--- src/rtl/mc_controller.sv ---
`default_nettype none
// ============================================================================
// Module   : mc_controller
// Purpose  : Multicycle MIPS control unit. Steps a shared-memory datapath
//            (one memory port, one ALU, one IR) through per-instruction
//            states and drives its mux selects, write enables and the 3-bit
//            ALU control. Instruction fetch and data accesses wait on the
//            memready handshake, so any of them may take several cycles.
// Options  : MC_JUMP_EN - when defined, adds the j instruction (DECODE ->
//            JEX -> FETCH). When undefined, op 000010 is illegal and state
//            encoding 11 behaves as an unused encoding.
// Ports    : clk, reset (sync, active-high)
//            op, funct       - IR fields, stable after FETCH
//            zero            - ALU zero flag (branch decision)
//            memready        - memory completes its access this cycle
//            pcen, irwrite, regwrite, memwrite - write enables
//            iord, memtoreg, regdst, alusrca, alusrcb, pcsrc - mux selects
//            alucontrol      - ALU operation
//            illegal         - one-cycle pulse on unsupported op/funct
//            state           - current state, for debug
// Revision : 1.0 - initial release
// ============================================================================
module mc_controller #(
  parameter logic [5:0] OP_LW    = 6'b100011,
  parameter logic [5:0] OP_SW    = 6'b101011,
  parameter logic [5:0] OP_RTYPE = 6'b000000,
  parameter logic [5:0] OP_BEQ   = 6'b000100,
  parameter logic [5:0] OP_ADDI  = 6'b001000,
  parameter logic [5:0] OP_J     = 6'b000010
) (
  input  logic       clk,
  input  logic       reset,
  input  logic [5:0] op,
  input  logic [5:0] funct,
  input  logic       zero,
  input  logic       memready,
  output logic       pcen,
  output logic       irwrite,
  output logic       regwrite,
  output logic       memwrite,
  output logic       iord,
  output logic       memtoreg,
  output logic       regdst,
  output logic       alusrca,
  output logic [1:0] alusrcb,
  output logic [1:0] pcsrc,
  output logic [2:0] alucontrol,
  output logic       illegal,
  output logic [3:0] state
);

  typedef enum logic [3:0] {
    S_FETCH   = 4'd0,
    S_DECODE  = 4'd1,
    S_MEMADR  = 4'd2,
    S_MEMRD   = 4'd3,
    S_MEMWB   = 4'd4,
    S_MEMWR   = 4'd5,
    S_RTYPEEX = 4'd6,
    S_RTYPEWB = 4'd7,
    S_BEQEX   = 4'd8,
    S_ADDIEX  = 4'd9,
    S_ADDIWB  = 4'd10,
    S_JEX     = 4'd11
  } state_t;

  localparam logic [1:0] c_ALUOP_ADD   = 2'b00;
  localparam logic [1:0] c_ALUOP_SUB   = 2'b01;
  localparam logic [1:0] c_ALUOP_FUNCT = 2'b10;

  state_t     r_state;
  state_t     w_next;
  logic       w_funct_ok;
  logic       w_pcwrite;
  logic       w_branch;
  logic       w_irwrite;
  logic       w_regwrite;
  logic       w_memwrite;
  logic       w_illegal;
  logic [1:0] w_aluop;

  // Only the five supported R-type functions are legal.
  always_comb begin
    w_funct_ok = 1'b0;
    case (funct)
      6'b100000, 6'b100010, 6'b100100, 6'b100101, 6'b101010: w_funct_ok = 1'b1;
      default:                                               w_funct_ok = 1'b0;
    endcase
  end

  always_ff @(posedge clk) begin
    if (reset) r_state <= S_FETCH;
    else       r_state <= w_next;
  end

  always_comb begin
    w_next     = S_FETCH;
    w_pcwrite  = 1'b0;
    w_branch   = 1'b0;
    w_irwrite  = 1'b0;
    w_regwrite = 1'b0;
    w_memwrite = 1'b0;
    w_illegal  = 1'b0;
    w_aluop    = c_ALUOP_ADD;
    iord       = 1'b0;
    memtoreg   = 1'b0;
    regdst     = 1'b0;
    alusrca    = 1'b0;
    alusrcb    = 2'b00;
    pcsrc      = 2'b00;
    case (r_state)
      S_FETCH: begin
        // PC + 4 is computed every cycle but only committed, together with
        // the IR load, in the cycle the memory actually returns the word.
        alusrcb   = 2'b01;
        w_irwrite = memready;
        w_pcwrite = memready;
        w_next    = memready ? S_DECODE : S_FETCH;
      end
      S_DECODE: begin
        // Branch target is precomputed into ALUOut for a possible beq.
        alusrcb = 2'b11;
        if (op == OP_LW || op == OP_SW)             w_next = S_MEMADR;
        else if (op == OP_RTYPE && w_funct_ok)      w_next = S_RTYPEEX;
        else if (op == OP_BEQ)                      w_next = S_BEQEX;
        else if (op == OP_ADDI)                     w_next = S_ADDIEX;
`ifdef MC_JUMP_EN
        else if (op == OP_J)                        w_next = S_JEX;
`endif
        else begin
          w_illegal = 1'b1;
          w_next    = S_FETCH;
        end
      end
      S_MEMADR: begin
        alusrca = 1'b1;
        alusrcb = 2'b10;
        if (op == OP_LW)      w_next = S_MEMRD;
        else if (op == OP_SW) w_next = S_MEMWR;
        else                  w_next = S_FETCH;
      end
      S_MEMRD: begin
        iord   = 1'b1;
        w_next = memready ? S_MEMWB : S_MEMRD;
      end
      S_MEMWB: begin
        memtoreg   = 1'b1;
        w_regwrite = 1'b1;
      end
      S_MEMWR: begin
        // Strobe is held for the whole access; the memory commits the write
        // once, in the cycle it raises memready.
        iord       = 1'b1;
        w_memwrite = 1'b1;
        w_next     = memready ? S_FETCH : S_MEMWR;
      end
      S_RTYPEEX: begin
        alusrca = 1'b1;
        w_aluop = c_ALUOP_FUNCT;
        w_next  = S_RTYPEWB;
      end
      S_RTYPEWB: begin
        regdst     = 1'b1;
        w_regwrite = 1'b1;
      end
      S_BEQEX: begin
        alusrca  = 1'b1;
        w_aluop  = c_ALUOP_SUB;
        pcsrc    = 2'b01;
        w_branch = 1'b1;
      end
      S_ADDIEX: begin
        alusrca = 1'b1;
        alusrcb = 2'b10;
        w_next  = S_ADDIWB;
      end
      S_ADDIWB: begin
        w_regwrite = 1'b1;
      end
`ifdef MC_JUMP_EN
      S_JEX: begin
        pcsrc     = 2'b10;
        w_pcwrite = 1'b1;
      end
`endif
      default: begin
        // Unused encodings: everything idle, recover to FETCH.
        w_next = S_FETCH;
      end
    endcase
  end

  always_comb begin
    alucontrol = 3'b010;
    case (w_aluop)
      c_ALUOP_ADD: alucontrol = 3'b010;
      c_ALUOP_SUB: alucontrol = 3'b110;
      c_ALUOP_FUNCT: begin
        case (funct)
          6'b100000: alucontrol = 3'b010;
          6'b100010: alucontrol = 3'b110;
          6'b100100: alucontrol = 3'b000;
          6'b100101: alucontrol = 3'b001;
          6'b101010: alucontrol = 3'b111;
          default:   alucontrol = 3'b010;
        endcase
      end
      default: alucontrol = 3'b010;
    endcase
  end

  // Reset masks every side effect so an abandoned instruction writes nothing.
  assign pcen     = ~reset & (w_pcwrite | (w_branch & zero));
  assign irwrite  = ~reset & w_irwrite;
  assign regwrite = ~reset & w_regwrite;
  assign memwrite = ~reset & w_memwrite;
  assign illegal  = ~reset & w_illegal;
  assign state    = r_state;

endmodule
`default_nettype wire

--- config.mk ---
export PLATFORM = sky130hd
export DESIGN_NAME = mc_controller
export DESIGN_NICKNAME = d
export VERILOG_FILES = /design/src/rtl/mc_controller.sv
export SDC_FILE = /design/constraint.sdc
export NUM_CORES = 1
export LEC_CHECK = 0
export CORE_MARGIN = 2
export CORE_UTILIZATION = 40
export CTS_BUF_LIST = sky130_fd_sc_hd__clkbuf_8
export CTS_CLUSTER_SIZE = 12
export DETAILED_ROUTE_END_ITERATION = 8
export GPL_TIMING_DRIVEN = 0
export PLACE_DENSITY_LB_ADDON = 0.05
export RECOVER_POWER = 25
export SYNTH_ARGS = -nofsm -noshare
export SYNTH_HDL_FRONTEND = slang
export SYNTH_SLANG_ARGS = --single-unit
--- constraint.sdc ---
create_clock -name clk -period 2.21 [get_ports clk]
set_clock_uncertainty 0.2 [all_clocks]
set_input_delay 0.221 -clock clk [delete_from_list [all_inputs] [get_ports clk]]
set_output_delay 0.221 -clock clk [all_outputs]
set_load 0.02 [all_outputs]
==> flow_metrics.env <==
export IMPL_grt_ovfl_total=0
export IMPL_setup_viol=1
export IMPL_grt_pass1_wl_um=3110
export IMPL_synth_simple_area_share_pct=43.7
export IMPL_io_pins=36
export IMPL_fp_dieW_um=44.8
export IMPL_crit_fanout=7
export IMPL_clk_latency_ns=0.22
export IMPL_start_util_pct=43.6
export IMPL_syn_area_per_cell_sq_um=7.14
export IMPL_crit_required_ns=1.79
export IMPL_synth_seq_cells=4
export IMPL_synthXorXnorAreaFrac_pct=2.64
export IMPL_clk_transition_reported_paths_ns=0.03
export IMPL_drtIter0Drc=10
export IMPL_p_leak_nw=0.472
export IMPL_seq_area_frac_synth_pct=12.1
export IMPL_drv_cap=0
export IMPL_syn_area_sq_um=664
export IMPL_p_per_area_nw_per_um2=304
export IMPL_final_cell_mix="clkdlybuf4s50_1, a21oi_1, nor2_1, nand2b_1"
export IMPL_fin_nets=152
export IMPL_antenna_cells=0
export IMPL_violations="negative setup slack"
export IMPL_slew_viol_final=0
export IMPL_yosys_area_top_type="dfxtp_1"
export IMPL_io_buffer_count=34
export IMPL_tritoncts="yes"
export IMPL_grt_usage_pct=20.4
export IMPL_core_region_area_sq_um=1520
export IMPL_num_rows=14
export IMPL_drt_pass1_iterations=4
export IMPL_fill_cells=122
export IMPL_wl_per_cell_um=12.8
export IMPL_cts_max_level=1
export IMPL_grtUsageMet3_pct=3.20
export IMPL_synth_area_top_cells="dfxtp_1, nand2b_1, a21oi_1"
export IMPL_cts_root_buf="clkbuf_8"
export IMPL_gp_congestion=0.861
export IMPL_largest_register_ff_count=4
export IMPL_period_share_pct=101
export IMPL_route_antenna_remaining_nets=0
export IMPL_synth_top_family_by_area="simple AND/OR/NAND/NOR gates"
export IMPL_via_per_inst=5.45
export IMPL_cts_max_path_buffers=2
export IMPL_end_kind="output port"
export IMPL_grt_busiest_layer="met2"
export IMPL_cts_buffers=3
export IMPL_synth_top_area_share_pct=12.1
export IMPL_synthMuxAreaShare_pct=3.20
export IMPL_max_freq_mhz=446
export IMPL_vias=806
export IMPL_antenna_found_initial=0
export IMPL_dieArea_sq_um=2000
export IMPL_synth_cell_type_count=38
export IMPL_synth_fp_nets=111
export IMPL_worstSetupStartpointType="flip-flop"
export IMPL_fin_crit_ns=2.24
export IMPL_synth_compound_area_share_pct=25.8
export IMPL_utilization_pct=73.8
export IMPL_cts_sinks=4
export IMPL_final_common_cell="clkdlybuf4s50_1"
export IMPL_final_setup_worst_slack_ns=-0.0328
export IMPL_power_w=0.000342
export IMPL_die_h_um=44.8
export IMPL_grt_pass1_vias=752
export IMPL_whs_ns=0.216
export IMPL_min_path_type="in2reg"
export IMPL_seqCellArea_sq_um=82.6
export IMPL_hold_viol=0
export IMPL_dp_hpwl_um=1400
export IMPL_post_route_drc_count=0
export IMPL_grt_use_met1_pct=25.8
export IMPL_ir_drop_mv=0.350
export IMPL_drt_total_wl_um=1890
export IMPL_ys_warn_count=0
export IMPL_syn_to_final_growth_pct=69.3
export IMPL_multi_input_area_sq_um=583
export IMPL_netlist_instances=93
export IMPL_status="finished with violations"
export IMPL_critPathArrivalTime_ns=1.82
export IMPL_grt_start_max_net_pins=11
export IMPL_grt_setup_unrepaired="yes"
export IMPL_critPathKind="reg2out"
export IMPL_grtUsageMet2_pct=33.9
export IMPL_setup_tns_ns=-0.0328
export IMPL_drive_above_1_share_pct=26.5
export IMPL_synth_fa_ha_area_share_pct=3.77
==> cell families (layout without fill, tap and decap cells) <==
logic type	count (synthesis)	count (layout)
compound gates	23	23
xor+xnor	2	2
fa+ha+maj	2	2
buf+inv	10	49
flops	4	4
mux	2	2
other cells	1	1
simple gates	49	49
==> final cells by class <==
class / instances / share of cell area [%]
flip-flops and latches: 4 / 7.34
repair buffers: 36 / 30.1
multi-input cells: 79 / 51.8
well taps: 16 / 1.78
inverters: 3 / 1.00
plain buffers: 7 / 4.23
clock buffers: 3 / 3.67
==> path summary, 6_finish.rpt <==
kind            start             to  cells past startpoint  slack [ns]
min reg2reg  state[2]       state[2]                      4        0.51
max          state[2]  alucontrol[1]                      6       -0.03
min             op[2]       state[2]                      4        0.22
max reg2reg  state[3]       state[1]                      4        0.60
==> cell usage after synthesis <==
cell	n
ha_1	2
a311o_2	1
a2111oi_4	1
nand2_1	6
nor4_2	1
a21oi_1	8
o211ai_1	1
nor2_2	1
conb_1	1
nand2b_1	8
a311o_1	1
nor2b_1	4
a31oi_1	3
dfxtp_1	4
mux2i_1	1
o21ai_0	3
o21a_1	1
a22oi_1	1
clkbuf_1	2
or3_1	1
buf_2	2
mux2_2	1
and3b_2	1
nor3_1	6
or4_1	2
o21ba_2	1
nor2_1	9
inv_1	3
or2_2	1
and3_1	1
buf_6	1
buf_4	2
nor4b_4	1
nand3_1	4
a211o_1	1
nor3b_1	3
xnor2_1	2
o21bai_1	1
==> worst max-delay path: stages (launching register included) <==
cell,delay (ns)
dfxtp_2,0.32
buf_6,0.13
nand2b_4,0.14
or3_4,0.39
ha_4,0.22
a211o_1,0.25
buf_2,0.15
==> through the flow <==
step | area, sq um | setup WS [ns] | std cells
after global routing | 1120 | -0.0683 | 148
after global placement | 1020 | -0.379 | 143
after floorplan | 664 | 0.130 | 93
after CTS | 1060 | -0.104 | 147
final | 1120 | -0.0328 | 148
after detailed placement | 1020 | -0.386 | 143
==> power by group <==
group,internal (W),leakage [nW],switching [W]
clock,0.000116,0.0216,0.0000402
combinational,0.0000563,0.417,0.0000523
sequential,0.0000745,0.0335,0.00000223
==> timing repair <==
item                                    CTS  global route
hold buffers                              0             0
gates resized for setup                  28            20
endpoints found under the setup margin   11             8
setup buffers                             1             1
pin swaps                                 2             3
==> per-layer routing <==
metal | part of all wire (%) | wire length, um
met3 | 6.6 | 124
met4 | 1.4 | 27
met1 | 42 | 804
met2 | 49 | 935
met5 | 0 | 0
(Power assumes the default switching activity.)
